File: src/rtl/move_scheduler_if.sv
// Command/issue bundle between the movement requesters, the scheduler and the movement datapath.
// Signal names match the scheduler's pin list; clk/reset stay outside the bundle.
interface move_scheduler_if #(
  parameter int DROP_CNT_W = 8
);
  logic                  a_valid_in;
  logic [1:0]            a_cmd_in;
  logic                  a_ready_out;
  logic                  b_valid_in;
  logic [1:0]            b_cmd_in;
  logic                  b_ready_out;
  logic                  frame_start_in;
  logic                  mv_busy_in;
  logic                  fwd_pulse;
  logic                  bwd_pulse;
  logic                  leftRot_pulse;
  logic                  rightRot_pulse;
  logic                  fifo_full_out;
  logic                  fifo_empty_out;
  logic [DROP_CNT_W-1:0] drop_cnt_out;

  modport master (
    output a_valid_in, a_cmd_in, b_valid_in, b_cmd_in, frame_start_in, mv_busy_in,
    input  a_ready_out, b_ready_out, fwd_pulse, bwd_pulse, leftRot_pulse, rightRot_pulse,
    input  fifo_full_out, fifo_empty_out, drop_cnt_out
  );

  modport slave (
    input  a_valid_in, a_cmd_in, b_valid_in, b_cmd_in, frame_start_in, mv_busy_in,
    output a_ready_out, b_ready_out, fwd_pulse, bwd_pulse, leftRot_pulse, rightRot_pulse,
    output fifo_full_out, fifo_empty_out, drop_cnt_out
  );
endinterface

File: src/rtl/move_scheduler.sv
// Round-robin command queue feeding one-hot move pulses to the movement datapath.
// Define MOVE_SCHED_FRAME_SYNC_EN to hold each issue until a frame_start_in pulse.
module move_scheduler #(
  parameter int FIFO_DEPTH = 4,
  parameter int DROP_CNT_W = 8
) (
  input logic             clk_in,
  input logic             rst_in,
  move_scheduler_if.slave bus
);
  localparam int AW = (FIFO_DEPTH > 1) ? $clog2(FIFO_DEPTH) : 1;
  localparam int CW = AW + 1;

  typedef enum logic [2:0] {
    S_IDLE, S_WAIT_FRAME, S_ISSUE, S_SETTLE, S_WAIT_DONE
  } state_t;

  state_t                state_q, state_d;
  logic [1:0]            mem_q [FIFO_DEPTH];
  logic [AW-1:0]         wr_ptr_q, wr_ptr_d;
  logic [AW-1:0]         rd_ptr_q, rd_ptr_d;
  logic [CW-1:0]         cnt_q, cnt_d;
  logic                  prio_a_q, prio_a_d;
  logic [DROP_CNT_W-1:0] drop_q, drop_d;

  logic       full, empty, pop, push, space;
  logic       grant_a, grant_b, a_ready, b_ready;
  logic [1:0] push_cmd, head;

  assign full  = (cnt_q == CW'(FIFO_DEPTH));
  assign empty = (cnt_q == '0);
  assign pop   = (state_q == S_ISSUE);
  assign head  = mem_q[rd_ptr_q];

  // A pop in the same cycle frees a slot, so a full queue can still accept.
  assign space   = !full || pop;
  assign grant_a = bus.a_valid_in && (!bus.b_valid_in || prio_a_q);
  assign grant_b = bus.b_valid_in && !grant_a;
  assign a_ready = grant_a && space && rst_in;
  assign b_ready = grant_b && space && rst_in;
  assign push    = a_ready || b_ready;
  assign push_cmd = a_ready ? bus.a_cmd_in : bus.b_cmd_in;

  always_comb begin
    wr_ptr_d = wr_ptr_q;
    rd_ptr_d = rd_ptr_q;
    cnt_d    = cnt_q;
    prio_a_d = prio_a_q;
    drop_d   = drop_q;
    if (push) wr_ptr_d = wr_ptr_q + AW'(1);
    if (pop)  rd_ptr_d = rd_ptr_q + AW'(1);
    case ({push, pop})
      2'b10:   cnt_d = cnt_q + CW'(1);
      2'b01:   cnt_d = cnt_q - CW'(1);
      default: cnt_d = cnt_q;
    endcase
    if (a_ready)      prio_a_d = 1'b0;
    else if (b_ready) prio_a_d = 1'b1;
    // Only requester A loses commands; B is simply back-pressured.
    if (full && bus.a_valid_in && !a_ready && !(&drop_q))
      drop_d = drop_q + DROP_CNT_W'(1);
  end

  always_comb begin
    state_d = state_q;
    unique case (state_q)
      S_IDLE:       if (!empty && !bus.mv_busy_in) state_d = S_WAIT_FRAME;
`ifdef MOVE_SCHED_FRAME_SYNC_EN
      S_WAIT_FRAME: if (bus.frame_start_in) state_d = S_ISSUE;
`else
      S_WAIT_FRAME: state_d = S_ISSUE;
`endif
      S_ISSUE:      state_d = S_SETTLE;
      S_SETTLE:     state_d = S_WAIT_DONE;
      S_WAIT_DONE:  if (!bus.mv_busy_in) state_d = S_IDLE;
      default:      state_d = S_IDLE;
    endcase
  end

  always_ff @(posedge clk_in or negedge rst_in) begin
    if (!rst_in) begin
      state_q  <= S_IDLE;
      wr_ptr_q <= '0;
      rd_ptr_q <= '0;
      cnt_q    <= '0;
      prio_a_q <= 1'b1;
      drop_q   <= '0;
    end else begin
      state_q  <= state_d;
      wr_ptr_q <= wr_ptr_d;
      rd_ptr_q <= rd_ptr_d;
      cnt_q    <= cnt_d;
      prio_a_q <= prio_a_d;
      drop_q   <= drop_d;
    end
  end

  // Queue storage holds data only; validity is tracked by the pointers above.
  always_ff @(posedge clk_in) begin
    if (push) mem_q[wr_ptr_q] <= push_cmd;
  end

  assign bus.a_ready_out    = a_ready;
  assign bus.b_ready_out    = b_ready;
  assign bus.fwd_pulse      = pop && (head == 2'b00);
  assign bus.bwd_pulse      = pop && (head == 2'b01);
  assign bus.leftRot_pulse  = pop && (head == 2'b10);
  assign bus.rightRot_pulse = pop && (head == 2'b11);
  assign bus.fifo_full_out  = full;
  assign bus.fifo_empty_out = empty;
  assign bus.drop_cnt_out   = drop_q;
endmodule

File: src/flat_wrapper.sv
// flat-port wrapper written by rule: the top's interface ports become plain ports
module move_scheduler_flat 
#(
  parameter int FIFO_DEPTH = 4,
  parameter int DROP_CNT_W = 8
)
  (clk_in, rst_in, bus_a_valid_in, bus_a_cmd_in, bus_b_valid_in, bus_b_cmd_in, bus_frame_start_in, bus_mv_busy_in, bus_a_ready_out, bus_b_ready_out, bus_fwd_pulse, bus_bwd_pulse, bus_leftRot_pulse, bus_rightRot_pulse, bus_fifo_full_out, bus_fifo_empty_out, bus_drop_cnt_out);
  move_scheduler_if #(.DROP_CNT_W(DROP_CNT_W)) bus_i ();
  input logic clk_in;
  input logic rst_in;
  input wire logic [$bits(bus_i.a_valid_in)-1:0] bus_a_valid_in;
  input wire logic [$bits(bus_i.a_cmd_in)-1:0] bus_a_cmd_in;
  input wire logic [$bits(bus_i.b_valid_in)-1:0] bus_b_valid_in;
  input wire logic [$bits(bus_i.b_cmd_in)-1:0] bus_b_cmd_in;
  input wire logic [$bits(bus_i.frame_start_in)-1:0] bus_frame_start_in;
  input wire logic [$bits(bus_i.mv_busy_in)-1:0] bus_mv_busy_in;
  output wire logic [$bits(bus_i.a_ready_out)-1:0] bus_a_ready_out;
  output wire logic [$bits(bus_i.b_ready_out)-1:0] bus_b_ready_out;
  output wire logic [$bits(bus_i.fwd_pulse)-1:0] bus_fwd_pulse;
  output wire logic [$bits(bus_i.bwd_pulse)-1:0] bus_bwd_pulse;
  output wire logic [$bits(bus_i.leftRot_pulse)-1:0] bus_leftRot_pulse;
  output wire logic [$bits(bus_i.rightRot_pulse)-1:0] bus_rightRot_pulse;
  output wire logic [$bits(bus_i.fifo_full_out)-1:0] bus_fifo_full_out;
  output wire logic [$bits(bus_i.fifo_empty_out)-1:0] bus_fifo_empty_out;
  output wire logic [$bits(bus_i.drop_cnt_out)-1:0] bus_drop_cnt_out;
  assign bus_i.a_valid_in = bus_a_valid_in;
  assign bus_i.a_cmd_in = bus_a_cmd_in;
  assign bus_i.b_valid_in = bus_b_valid_in;
  assign bus_i.b_cmd_in = bus_b_cmd_in;
  assign bus_i.frame_start_in = bus_frame_start_in;
  assign bus_i.mv_busy_in = bus_mv_busy_in;
  assign bus_a_ready_out = bus_i.a_ready_out;
  assign bus_b_ready_out = bus_i.b_ready_out;
  assign bus_fwd_pulse = bus_i.fwd_pulse;
  assign bus_bwd_pulse = bus_i.bwd_pulse;
  assign bus_leftRot_pulse = bus_i.leftRot_pulse;
  assign bus_rightRot_pulse = bus_i.rightRot_pulse;
  assign bus_fifo_full_out = bus_i.fifo_full_out;
  assign bus_fifo_empty_out = bus_i.fifo_empty_out;
  assign bus_drop_cnt_out = bus_i.drop_cnt_out;
  move_scheduler #(.FIFO_DEPTH(FIFO_DEPTH), .DROP_CNT_W(DROP_CNT_W)) u_core (.clk_in(clk_in), .rst_in(rst_in), .bus(bus_i));
endmodule
File: config.mk
export PLATFORM = sky130hd
export DESIGN_NAME = move_scheduler_flat
export DESIGN_NICKNAME = d
export VERILOG_FILES = /design/src/rtl/move_scheduler_if.sv /design/src/rtl/move_scheduler.sv /design/src/flat_wrapper.sv
export SDC_FILE = /design/constraint.sdc
export NUM_CORES = 1
export LEC_CHECK = 0
export ABC_AREA = 1
export CAP_MARGIN = 15
export CORE_MARGIN = 3
export CORE_UTILIZATION = 35
export CTS_CLUSTER_SIZE = 10
export DETAILED_ROUTE_END_ITERATION = 6
export PLACE_DENSITY = 0.59
export SYNTH_ARGS = -nofsm -noshare
export SYNTH_HDL_FRONTEND = slang
export SYNTH_SLANG_ARGS = --single-unit
File: constraint.sdc
create_clock -name clk_in -period 2.5 [get_ports clk_in]
set_clock_uncertainty 0.05 [all_clocks]
set_input_delay 0.5 -clock clk_in [delete_from_list [all_inputs] [get_ports clk_in]]
set_output_delay 0.5 -clock clk_in [all_outputs]
set_load 0.1 [all_outputs]
Word level (Yosys, flattened, before mapping):

Memory sizes are Yosys's and may differ from the RTL's.
Index checks and enable logic that the tools add are counted.

* $add $sub $neg: 5
* equality and inequality tests: 12
* multiplexer cells: 9
* reductions and logical operators: 31

Operator list (count)
* case mux 3 bit (5 select lines): 1
* logical AND 1 bit: 14
* adder 8 x 1 -> 8 bit, second input constant: 1
* AND reduction 8 bit: 1
* logical NOT 1 bit: 7
* == test 2 bit, second input constant: 3
* == test 3 x 2 -> 1 bit, second input constant: 2
* == test 3 bit, second input constant: 2
* logical NOT 3 bit: 2
* two-way mux 3 bit: 2
* case mux 3 bit (2 select lines): 1
* adder 2 x 1 -> 2 bit, second input constant: 2
* == test 2 x 1 -> 1 bit, second input constant: 2
* two-way mux 1 bit: 4
* nonzero test 2 bit: 2
* adder 3 x 1 -> 3 bit, second input constant: 1
* == test 3 x 1 -> 1 bit, second input constant: 1
* logical OR 1 bit: 3
* subtractor 3 x 1 -> 3 bit, second input constant: 1
* logical NOT 2 bit: 1
* two-way mux 2 bit: 1
* != test 2 x 1 -> 1 bit, second input constant: 1
* != test 2 bit, second input constant: 1
* AND reduction 2 bit: 1

* bits in registers: 19
* bits in writable memories: 8
* input bits: 10
* output and inout port bits: 16
* logic and storage cells: 64
* memories: 1

Memories
* u_core.mem_q: words 4, bits a word 2, read ports 1, clocked after Yosys merged registers in 0, wr ports 1, RTL line move_scheduler.sv:19 `logic [1:0] mem_q [FIFO_DEPTH];`

Logic depth before layout (Yosys ltp):

* depth after elaboration: 10
* depth in mapped cells: 14
* gate-level depth less buffers: 14

Worst setup path after synthesis:

No wires, ideal clock.

* path kind: register -> output
* start point: register u_core.rd_ptr_q[0]
* end point: output bus_bwd_pulse
* arrival: 2.127 ns
* required time: 1.950 ns
* path slack: -0.177 ns
* stages on the path, launching flop included: 8
* buffers on the path: 0
* path through: dfrtp_1 -> inv_2 -> nand2_1 -> nand2_1 -> nand2_1 -> o21ai_1 -> or2_1 -> nor2_1

* cells in the longest elaborated chain, start to end: 3

Ends and longest elaborated chain
* start, declared: RTL line move_scheduler.sv:21 `logic [AW-1:0] rd_ptr_q, rd_ptr_d;`
* start signal, assigned: RTL line move_scheduler.sv:91 `rd_ptr_q <= rd_ptr_d;`
* memory (4 x 2 bit)
* == test 2 x 1 -> 1 bit: RTL line move_scheduler.sv:106 `assign bus.bwd_pulse = pop && (head == 2'b01);`
* logical AND 1 bit: RTL line move_scheduler.sv:106
* end, declared: RTL line flat_wrapper.sv:20 `output wire logic [$bits(bus_i.bwd_pulse)-1:0] bus_bwd_pulse;`

No other way between the ends.

Worst setup path in the final report:

* start point: input rst_in
* end point: output bus_a_ready_out

* cells in the longest elaborated chain, start to end: 1

Ends and longest elaborated chain
* start, declared: RTL line flat_wrapper.sv:10 `input logic rst_in;`
* logical AND 1 bit: RTL line move_scheduler.sv:39 `assign a_ready = grant_a && space && rst_in;`
* end, declared: RTL line flat_wrapper.sv:17 `output wire logic [$bits(bus_i.a_ready_out)-1:0] bus_a_ready_out;`

No other way between the ends.

==> flow_metrics.env <==
export IMPL_status="completed"
export IMPL_cts_repair_resized=0
export IMPL_area_delta_synth_final_pct=28.3
export IMPL_routed_wl_um=2900
export IMPL_fin_util=0.479
export IMPL_wire_per_inst_um=10.8
export IMPL_yosysWarningCount=0
export IMPL_first_global_vias=1102
export IMPL_path_max_fanout=15
export IMPL_report_final_slew_viol_count=0
export IMPL_hold_class="reg2reg"
export IMPL_die_y_um=72.5
export IMPL_antenna_found_initial=0
export IMPL_setup_viol=0
export IMPL_rsz0062_at_grt="no"
export IMPL_r2r_setup_slack_ns=0.41
export IMPL_fin_area_um2=1990
export IMPL_clk_pin_slew_ns=0.09
export IMPL_finalNonFillerCells=269
export IMPL_root_buffer="clkbuf_8"
export IMPL_cp_end_kind="output pin"
export IMPL_hold_viol_final=0
export IMPL_drive_above_1_share=0.215
export IMPL_synth_top_area_cell="dfrtp_1"
export IMPL_synth_nets=204
export IMPL_numCtsBuffers=3
export IMPL_final_period_utilization=0.968
export IMPL_seq_area_um2=717
export IMPL_p_clk_frac=0.099
export IMPL_dp_hpwl_um=2290
export IMPL_critPathArrivalTime_ns=1.87
export IMPL_whs_endpoint="u_core.cnt_q[0]"
export IMPL_finalPower_mw=2.50
export IMPL_numPortBuffers=24
export IMPL_dp_cells=265
export IMPL_synth_top_cell_area_share=0.291
export IMPL_synth_seq_area_share=0.463
export IMPL_synth_xor_area_frac=0.0170
export IMPL_drt_iter0_markers=57
export IMPL_core_rowCount=23
export IMPL_required_ns=1.95
export IMPL_synth_simple_gate_area_frac=0.341
export IMPL_clock_sinks=27
export IMPL_clock_fmax_mhz=413
export IMPL_reg2reg_depth=13
export IMPL_ctsLongestPathBuffers=2
export IMPL_cts_setup_buffers=0
export IMPL_vias=1212
export IMPL_synth_compound_area_share=0.0372
export IMPL_multiInputGateArea_um2=734
export IMPL_synth_top_family_by_area="simple AND/OR/NAND/NOR gates"
export IMPL_path_class="in2out"
export IMPL_nFillCells=412
export IMPL_min_period_ns=2.42
export IMPL_synth_area_mux_share=0
export IMPL_ios=26
export IMPL_drt_drc_violations_left=0
export IMPL_hold_depth=1
export IMPL_syn_area_per_cell_um2=8.28
export IMPL_grt_ovfl_total=0
export IMPL_synth_cell_types=26
export IMPL_finalWeightedCongestion=0.780
export IMPL_initial_core_util=0.373
export IMPL_p_per_area_nw_per_um2=1260
export IMPL_dpl_instance_area_um2=1940
export IMPL_critPathLaunchType="primary input"
export IMPL_tightest_slew_ns=0.492
export IMPL_fin_hold_ws_ns=0.448
export IMPL_drtPass1Iterations=4
export IMPL_die_w_um=72.5
export IMPL_ctsHtreeMaxLevel=1
export IMPL_switching_share=0.529
export IMPL_syn_instance_count=187
export IMPL_cts_hold_buf=0
export IMPL_ys_seq_elements=27
export IMPL_nets=237
export IMPL_grt_pass1_wl_um=5030
export IMPL_reg2reg_from="u_core.cnt_q[0]"
export IMPL_p_int_mw=1.18
export IMPL_grt_total_usage=0.124
export IMPL_switching_power_mw=1.32
export IMPL_synth_area_um2=1550
export IMPL_drv_cap=0
export IMPL_vdd_drop_max_v=0.000428
export IMPL_pwr_share_comb=0.601
export IMPL_clock_latency_ns=0.27
export IMPL_slew_headroom=0.671
export IMPL_pwr_share_seq=0.300
export IMPL_synthAdderAreaFrac=0.0614
export IMPL_hp_start="u_core.cnt_q[0]"
export IMPL_cts_tree="done"
export IMPL_antenna_left=0
export IMPL_via_per_inst=4.51
export IMPL_grt_start_max_net_pins=18
export IMPL_core_um2=4140
export IMPL_dieArea_um2=5260
export IMPL_r2r_end="u_core.cnt_q[2]"
export IMPL_n_antenna_cell=0
export IMPL_p_leak_nw=0.987
export IMPL_synth_area_leaders="dfrtp_1 29%, edfxtp_1 16%, nand2_1 14%"
==> routing by layer <==
layer  wire length [µm]  global-route usage
met1               1460               0.183
met2               1260               0.177
met3                140              0.0235
met4                 41              0.0492
met5                  0                   0
==> cell type report <==
class / count / share of cell area
Timing Repair Buffer: 29 / 0.158
Tap cell: 50 / 0.0315
Multi-Input combinational cell: 130 / 0.370
Clock buffer: 3 / 0.0208
Clock inverter: 1 / 0.00315
Inverter: 29 / 0.0561
Sequential cell: 27 / 0.361
==> synthesized netlist by cell type, drive strengths merged <==
master / instances
nand3b: 2
fa: 1
nand4: 8
nor2: 24
o21ai: 7
a21oi: 3
dfstp: 1
a21o: 1
xor2: 2
inv: 29
ha: 6
or2: 1
nand3: 11
nand2: 62
edfxtp: 8
buf: 1
xnor2: 1
dfrtp: 18
nor3: 1
==> worst max path at each step <==
stage / from / to / slack [ns] / cells after the start
3_3_place_gp: bus_b_valid_in / u_core.cnt_q[1] / 0.05 / 12
5_1_grt: rst_in / bus_a_ready_out / 0.02 / 7
3_5_place_dp: bus_b_valid_in / u_core.cnt_q[1] / 0.03 / 12
2_1_floorplan: u_core.rd_ptr_q[0] / bus_bwd_pulse / -0.18 / 7
6_report: rst_in / bus_a_ready_out / 0.08 / 7
4_1_cts: rst_in / bus_a_ready_out / 0.07 / 7
==> power groups by stage <==
stage | logic, mW | registers [mW] | clock network, mW
after floorplan | 0.928 | 0.970 | 0
after global placement | 1.51 | 0.759 | 0
after detailed placement | 1.52 | 0.761 | 0
after CTS | 1.53 | 0.752 | 0.257
after global routing | 1.64 | 0.776 | 0.283
final | 1.50 | 0.750 | 0.247
==> critical path, stage by stage <==
cell and delay (ns):
clkdlybuf4s50_1 0.54, inv_1 0.05, nor2_1 0.17, nand2_4 0.08
buf_4 0.20, inv_1 0.13, buf_12 0.19
==> registers in the layout, summed over array words and instances, names as in the netlist <==
signal,count
u_core.state_q,3
u_core.bus.drop_cnt_out,8
u_core.prio_a_q,1
u_core.mem_q,8
u_core.rd_ptr_q,2
u_core.cnt_q,3
u_core.wr_ptr_q,2
==> cell families (layout without fill, tap and decap cells) <==
| family | after synthesis | after routing |
|---|---|---|
| compound gates | 11 | 11 |
| xor+xnor | 3 | 3 |
| fa+ha+maj | 7 | 7 |
| buf+inv | 30 | 62 |
| flops | 27 | 27 |
| simple gates | 109 | 109 |
==> cells in the final DEF, fill, tap and decap left out, drive strengths merged <==
master,instances
nor2,24
nand3,11
clkdlybuf4s50,8
inv,30
o21ai,7
dfstp,1
edfxtp,8
or2,1
dfrtp,18
clkbuf,3
xor2,2
a21o,1
ha,6
nand3b,2
fa,1
nand2,62
xnor2,1
a21oi,3
buf,21
nor3,1
nand4,8
==> through the flow <==
stage,setup slack (ns),setup TNS (ns)
detailed placement,0.0300,0
floorplan,-0.177,-0.380
global route,0.0225,0
global placement,0.0460,0
CTS,0.0701,0
finish,0.0799,0
(Power assumes the default switching activity.)
